<file path="config.mk">
export PLATFORM = sky130hd
export DESIGN_NAME = multicycle_control
export DESIGN_NICKNAME = d
export VERILOG_FILES = /design/src/rtl/multicycle_control.sv
export SDC_FILE = /design/constraint.sdc
export NUM_CORES = 1
export LEC_CHECK = 0
export CAP_MARGIN = 20
export CORE_ASPECT_RATIO = 0.6
export CORE_UTILIZATION = 30
export DETAILED_ROUTE_END_ITERATION = 10
export GPL_ROUTABILITY_DRIVEN = 0
export PLACE_DENSITY_LB_ADDON = 0.1
export SLEW_MARGIN = 20
export SYNTH_ARGS = -nofsm -noshare
export SYNTH_HDL_FRONTEND = slang
export SYNTH_SLANG_ARGS = --single-unit
</file>
<file path="constraint.sdc">
create_clock -name clk -period 1.45 [get_ports clk]
set_input_delay 0.145 -clock clk [delete_from_list [all_inputs] [get_ports clk]]
set_output_delay 0.145 -clock clk [all_outputs]
set_load 0.1 [all_outputs]
</file>
<file path="src/rtl/multicycle_control.sv">
// ----------------------------------------------------------------------------
// multicycle_control
//
// Purpose:
//    Multi-cycle MIPS control unit. A Moore FSM sequences each instruction
//    through fetch / decode / execute / memory / writeback over several clock
//    cycles and drives the select and enable lines of a shared-memory
//    datapath. Supported opcodes: R-type, ADDI, ORI, ANDI, LUI, LW, SW, BEQ,
//    BNE, J and JAL. Memory accesses (FETCH, MEMRD, MEMWR) stall on mem_ready.
//
// Parameters:
//    ALUOP_WIDTH    width of ALUOp, ALU codes are zero-extended (>= 3)
//    USE_MEM_READY  1: memory states wait for mem_ready, 0: mem_ready ignored
//
// Ports:
//    clk         in   rising-edge clock
//    reset       in   asynchronous, active-high reset
//    OP          in   opcode from the instruction register
//    mem_ready   in   memory access completes this cycle
//    PCWrite     out  unconditional PC load
//    BranchEQ    out  PC load if ALU zero
//    BranchNE    out  PC load if ALU not zero
//    IorD        out  memory address select (0 PC, 1 ALUOut)
//    MemRead     out  memory read request
//    MemWrite    out  memory write request
//    IRWrite     out  instruction register load
//    RegDst      out  write register select (0 rt, 1 rd, 2 $31)
//    MemtoReg    out  write data select (0 ALUOut, 1 MDR, 2 PC)
//    RegWrite    out  register-file write enable
//    ALUSrcA     out  ALU A select (0 PC, 1 rs)
//    ALUSrcB     out  ALU B select (0 rt, 1 const 4, 2 imm, 3 imm<<2)
//    PCSource    out  next PC select (0 ALU, 1 ALUOut, 2 jump target)
//    ALUOp       out  ALU operation code
//    state_o     out  current state code (debug)
//    instr_done  out  one-cycle pulse in the final state of an instruction
//    illegal_op  out  one-cycle pulse in DECODE for an unsupported opcode
// ----------------------------------------------------------------------------
module multicycle_control #(
   parameter int ALUOP_WIDTH   = 3,
   parameter bit USE_MEM_READY = 1'b1
) (
   input  logic                   clk,
   input  logic                   reset,
   input  logic [5:0]             OP,
   input  logic                   mem_ready,
   output logic                   PCWrite,
   output logic                   BranchEQ,
   output logic                   BranchNE,
   output logic                   IorD,
   output logic                   MemRead,
   output logic                   MemWrite,
   output logic                   IRWrite,
   output logic [1:0]             RegDst,
   output logic [1:0]             MemtoReg,
   output logic                   RegWrite,
   output logic                   ALUSrcA,
   output logic [1:0]             ALUSrcB,
   output logic [1:0]             PCSource,
   output logic [ALUOP_WIDTH-1:0] ALUOp,
   output logic [3:0]             state_o,
   output logic                   instr_done,
   output logic                   illegal_op
);

   typedef enum logic [3:0] {
      S_FETCH  = 4'd0,
      S_DECODE = 4'd1,
      S_MEMADR = 4'd2,
      S_MEMRD  = 4'd3,
      S_MEMWB  = 4'd4,
      S_MEMWR  = 4'd5,
      S_RTEXEC = 4'd6,
      S_ITEXEC = 4'd7,
      S_ALUWB  = 4'd8,
      S_BRANCH = 4'd9,
      S_JUMP   = 4'd10
   } state_t;

   localparam logic [5:0] OP_R    = 6'h00;
   localparam logic [5:0] OP_J    = 6'h02;
   localparam logic [5:0] OP_JAL  = 6'h03;
   localparam logic [5:0] OP_BEQ  = 6'h04;
   localparam logic [5:0] OP_BNE  = 6'h05;
   localparam logic [5:0] OP_ADDI = 6'h08;
   localparam logic [5:0] OP_ANDI = 6'h0c;
   localparam logic [5:0] OP_ORI  = 6'h0d;
   localparam logic [5:0] OP_LUI  = 6'h0f;
   localparam logic [5:0] OP_LW   = 6'h23;
   localparam logic [5:0] OP_SW   = 6'h2b;

   localparam logic [ALUOP_WIDTH-1:0] ALU_ADD   = ALUOP_WIDTH'(3'b000);
   localparam logic [ALUOP_WIDTH-1:0] ALU_SUB   = ALUOP_WIDTH'(3'b001);
   localparam logic [ALUOP_WIDTH-1:0] ALU_LUI   = ALUOP_WIDTH'(3'b011);
   localparam logic [ALUOP_WIDTH-1:0] ALU_ADDI  = ALUOP_WIDTH'(3'b100);
   localparam logic [ALUOP_WIDTH-1:0] ALU_ORI   = ALUOP_WIDTH'(3'b101);
   localparam logic [ALUOP_WIDTH-1:0] ALU_ANDI  = ALUOP_WIDTH'(3'b110);
   localparam logic [ALUOP_WIDTH-1:0] ALU_FUNCT = ALUOP_WIDTH'(3'b111);

   state_t     state_q, state_d;
   logic [5:0] op_q, op_d;
   logic       mem_rdy;

   // With the handshake disabled every memory access completes in one cycle.
   assign mem_rdy = USE_MEM_READY ? mem_ready : 1'b1;

   // NOTE: state registers use non-blocking assignments so every flop samples
   // the pre-edge values of its inputs regardless of process ordering.
   always_ff @(posedge clk or posedge reset) begin
      if (reset) begin
         state_q <= S_FETCH;
         op_q    <= 6'h00;
      end else begin
         state_q <= state_d;
         op_q    <= op_d;
      end
   end

   // NOTE: every output and next-state signal gets a default before the case
   // statement, so no path through the block leaves a value unassigned and no
   // latch is inferred.
   always_comb begin
      state_d    = S_FETCH;
      op_d       = op_q;
      PCWrite    = 1'b0;
      BranchEQ   = 1'b0;
      BranchNE   = 1'b0;
      IorD       = 1'b0;
      MemRead    = 1'b0;
      MemWrite   = 1'b0;
      IRWrite    = 1'b0;
      RegDst     = 2'd0;
      MemtoReg   = 2'd0;
      RegWrite   = 1'b0;
      ALUSrcA    = 1'b0;
      ALUSrcB    = 2'd0;
      PCSource   = 2'd0;
      ALUOp      = ALU_ADD;
      instr_done = 1'b0;
      illegal_op = 1'b0;

      case (state_q)
         S_FETCH: begin
            // PC+4 is computed while the instruction is read.
            MemRead = 1'b1;
            ALUSrcB = 2'd1;
            IRWrite = mem_rdy;
            PCWrite = mem_rdy;
            state_d = mem_rdy ? S_DECODE : S_FETCH;
         end
         S_DECODE: begin
            // Branch target is precomputed into ALUOut; the opcode is
            // captured here so later states ignore further OP changes.
            ALUSrcB = 2'd3;
            op_d    = OP;
            case (OP)
               OP_LW, OP_SW:                       state_d = S_MEMADR;
               OP_R:                               state_d = S_RTEXEC;
               OP_BEQ, OP_BNE:                     state_d = S_BRANCH;
               OP_ADDI, OP_ORI, OP_ANDI, OP_LUI:   state_d = S_ITEXEC;
               OP_J, OP_JAL:                       state_d = S_JUMP;
               default: begin
                  illegal_op = 1'b1;
                  state_d    = S_FETCH;
               end
            endcase
         end
         S_MEMADR: begin
            ALUSrcA = 1'b1;
            ALUSrcB = 2'd2;
            state_d = (op_q == OP_LW) ? S_MEMRD :
                      (op_q == OP_SW) ? S_MEMWR : S_FETCH;
         end
         S_MEMRD: begin
            MemRead = 1'b1;
            IorD    = 1'b1;
            state_d = mem_rdy ? S_MEMWB : S_MEMRD;
         end
         S_MEMWB: begin
            RegWrite   = 1'b1;
            MemtoReg   = 2'd1;
            instr_done = 1'b1;
         end
         S_MEMWR: begin
            MemWrite   = 1'b1;
            IorD       = 1'b1;
            instr_done = mem_rdy;
            state_d    = mem_rdy ? S_FETCH : S_MEMWR;
         end
         S_RTEXEC: begin
            ALUSrcA = 1'b1;
            ALUOp   = ALU_FUNCT;
            state_d = S_ALUWB;
         end
         S_ITEXEC: begin
            ALUSrcA = 1'b1;
            ALUSrcB = 2'd2;
            case (op_q)
               OP_ADDI: ALUOp = ALU_ADDI;
               OP_ORI:  ALUOp = ALU_ORI;
               OP_ANDI: ALUOp = ALU_ANDI;
               OP_LUI:  ALUOp = ALU_LUI;
               default: ALUOp = ALU_ADD;
            endcase
            state_d = S_ALUWB;
         end
         S_ALUWB: begin
            RegWrite   = 1'b1;
            RegDst     = (op_q == OP_R) ? 2'd1 : 2'd0;
            instr_done = 1'b1;
         end
         S_BRANCH: begin
            ALUSrcA    = 1'b1;
            ALUOp      = ALU_SUB;
            PCSource   = 2'd1;
            BranchEQ   = (op_q == OP_BEQ);
            BranchNE   = (op_q == OP_BNE);
            instr_done = 1'b1;
         end
         S_JUMP: begin
            PCWrite    = 1'b1;
            PCSource   = 2'd2;
            instr_done = 1'b1;
            // PC already holds PC+4, which is the JAL return address.
            if (op_q == OP_JAL) begin
               RegWrite = 1'b1;
               RegDst   = 2'd2;
               MemtoReg = 2'd2;
            end
         end
         default: begin
            state_d = S_FETCH;
         end
      endcase

      // Enables are forced low while reset is held so a reset landing
      // mid-instruction cannot leak a register or memory write.
      if (reset) begin
         PCWrite    = 1'b0;
         BranchEQ   = 1'b0;
         BranchNE   = 1'b0;
         IorD       = 1'b0;
         MemRead    = 1'b0;
         MemWrite   = 1'b0;
         IRWrite    = 1'b0;
         RegDst     = 2'd0;
         MemtoReg   = 2'd0;
         RegWrite   = 1'b0;
         ALUSrcA    = 1'b0;
         ALUSrcB    = 2'd0;
         PCSource   = 2'd0;
         ALUOp      = ALU_ADD;
         instr_done = 1'b0;
         illegal_op = 1'b0;
      end
   end

   assign state_o = reset ? 4'd0 : state_q;

endmodule

</file>
==> flow_metrics.tcl <==
set metrics [dict create \
    startpoint_type "register" \
    worst_ir_drop_vdd_v 0.001071 \
    grt_use_total_pct 31.33 \
    antenna_found_initial 0 \
    path_max_fanout 3 \
    post-dp-hpwl_mm 2.860 \
    vias 1636 \
    required_ps 1310 \
    path_class "reg2out" \
    ys_warn_count 0 \
    wire_per_inst_um 25.87 \
    syn_to_final_growth_pct 195.4 \
    relSlewSlack_pct 71.57 \
    worstMarginPinSlew_ps 423.4 \
    htree_levels 1 \
    clkTransAtPathRegs_ps 50 \
    drt_iter0_markers 203 \
    worst_slack_ps -572.6 \
    fmax_mhz 494.4 \
    top_level_ports 35 \
    cts.sinks 10 \
    num_rows 15 \
    avgSynthCellArea_um2 7.762 \
    port_buffers 34 \
    clock_skew_ps 3.672 \
    slew_viol_final 0 \
    total_power_mw 3.050 \
    via_per_inst 6.104 \
    antenna_cells 0 \
    die_h_um 45.70 \
    grt_first_pass_wirelength_mm 7.458 \
    ant_nets 0 \
    numCtsBuffers 3 \
    drt_pass1_iterations 5 \
    setup_viol 35 \
    grt_remaining_overflow 0 \
    fin_crit_sh_pct 139.5 \
    grt_max_degree 14 \
    cts_hold_buf 0 \
    nNetsFinal 236 \
    coreArea_um2 2947 \
    start_util_pct 32.40 \
    p_leak_nw 1.153 \
    dpl.cell_count 238 \
    syn-cell-area_um2 954.7 \
    arrival_ps 1880 \
    grt_pass1_vias 1427 \
    hold_path.class "in2async" \
    synth_cells 123 \
    synthesis.nets 132 \
    wirelength_mm 6.932 \
    drive_above_1_share_pct 79.20 \
    p_per_area_nw_per_um2 1082 \
    yosysUniqueCellTypes 40 \
    drv_cap 0 \
    rsz0062_at_grt "true" \
    ctsRootBufferMaster "clkbuf_8" \
    violations "setup timing" \
    place_area_um2 2182 \
    final-instance-count-excl-fill 268 \
    die_w_um 74.83 \
    cts_buffer_depth 2 \
    die_area_um2 3419 \
    status "complete, but fails checks" \
    final_area_um2 2820 \
    finalHoldViolCount 0 \
    finalCriticalPeriod_ps 2023 \
    insertion_delay_ps 240 \
    end_kind "output port" \
    drc 0 \
    tritoncts "yes" \
    synth-seq-cells 10 \
    ys_seq_area_share_pct 26.21 \
]
-- sequential cells by signal (all words and copies together), names as in the netlist --
register  cells
state_q       4
op_q          6
-- path summary, 6_finish.rpt --
kind | start | to | slack (ps) | cells past startpoint
min in group clk | OP[0] | op_q[0] | 410 | 3
max in group asynchronous | reset | state_q[3] | 1030 | 3
hold / removal | reset | op_q[3] | 240 | 3
setup reg to reg | state_q[2] | state_q[0] | -300 | 8
setup / recovery | op_q[5] | BranchNE | -570 | 6
hold reg to reg | op_q[5] | op_q[5] | 730 | 2
-- area by class of cell --
cell class / instances / area [µm²]
Tap cell: 42 / 52.55
Multi-Input combinational cell: 100 / 1179
Sequential cell: 10 / 255.2
Timing Repair Buffer: 106 / 1246
Fill cell: 59 / 126.4
Inverter: 6 / 32.53
Clock buffer: 4 / 55.05
-- metrics by stage --
| stage | hold slack [ps] | setup WS [ps] | util, % | TNS (ps) |
|---|---|---|---|---|
| after floorplan | -41.22 | -644.1 | - | -8999 |
| after global routing | 280.6 | -649.7 | 95.71 | -12290 |
| after CTS | 152.8 | -461.3 | 86.75 | -7234 |
| final | 237.1 | -572.6 | 95.71 | -11150 |
| after detailed placement | 557.9 | -444.1 | 74.06 | -5727 |
| after global placement | 553.1 | -374.9 | 74.06 | -4899 |
-- critical path: stages (launching register included) --
cell and delay [ps]:
dfrtp_1 410, buf_4 160, nor2_4 120, nor4b_4 270, nand4b_1 280, nor2_4 200
buf_12 180
-- placed cells by master (no fill, tap or decap), types with 2 or more instances in the layout --
cell and instances:
buf_4 44, buf_6 27, buf_12 26, nor2_4 13
nand2_4 6, dfrtp_1 6, mux2_4 5, nand2b_1 5
nor3_4 5, clkdlybuf4s50_1 5, nor4b_4 4, nand2_1 4
nor2b_1 4, a21oi_2 4, clkbuf_8 4, dfrtp_2 4
nor2_1 3, or3_4 3, a21oi_4 3, nor2b_4 3
dlygate4sd2_1 3, clkinvlp_4 2, nand2b_4 2, nor4_4 2
xnor2_2 2, nand3_1 2, nor3_1 2, inv_1 2
o22a_1 2, nand4b_1 2
-- report_power, final --
group	internal [mW]	leakage (nW)	total, mW	switching [mW]
Combinational	1.02	1.01	2.19	1.18
Clock	0.240	0.0288	0.364	0.124
Sequential	0.376	0.119	0.492	0.117
Total	1.63	1.15	3.05	1.42
-- logic make-up (layout without fill, tap and decap cells) --
kind of cell	Yosys count	in the layout	share of synthesized area (%)
buffers and inverters	13	116	6.684
xor gates and xnor gates	4	4	3.669
and+or+nand+nor	68	68	41.42
AOI/OAI and AO/OA	23	23	16.12
muxes	5	5	5.897
DFF	10	10	26.21
-- repair_timing --
| action | CTS | global route |
|---|---|---|
| gates resized for setup | 64 | 36 |
| setup buffers | 10 | 22 |
| cloned | 0 | 1 |
| setup endpoints to repair | 34 | 34 |
| pin swaps | 23 | 24 |
-- cell usage after synthesis --
master	count	area share, %
nor2b_1	8	5.2
or3_1	3	2.0
clkbuf_1	2	0.79
a221oi_1	1	0.92
a21bo_2	1	1.0
or3b_1	1	0.92
dfrtp_1	10	26
buf_4	1	0.79
nor3b_1	1	0.79
nor3_1	7	3.7
nor2_1	16	6.3
nand2_1	10	3.9
nor4b_2	1	1.6
nor4b_4	1	2.5
buf_6	1	1.2
and2_1	1	0.66
and4_1	1	0.92
mux2_2	5	5.9
nand2b_2	1	0.92
nand2_2	1	0.66
o32a_1	1	1.0
nand2b_1	6	3.9
o22a_1	2	1.8
nor4_1	2	1.3
a31oi_1	3	2.0
nand3_1	2	1.0
nand4b_1	2	1.8
nand4_1	1	0.66
buf_2	3	1.6
o22ai_1	1	0.66
o221ai_1	1	0.92
xnor2_1	4	3.7
o21ai_0	3	1.6
o21a_1	1	0.79
and2b_1	1	0.79
a21oi_1	7	3.7
nor4b_1	2	1.8
a32oi_1	1	0.92
inv_1	6	2.4
o31ai_1	1	0.79
-- per-layer routing --
layer / up-vias / wire, µm / GRT usage [%]
met5: - / 0 / 0
met4: 0 / 435 / 12.45
met1: 789 / 2578 / 39.46
li1: 648 / - / -
met3: 54 / 808 / 6.416
met2: 145 / 3110 / 53.33
(Power assumes the default switching activity.)
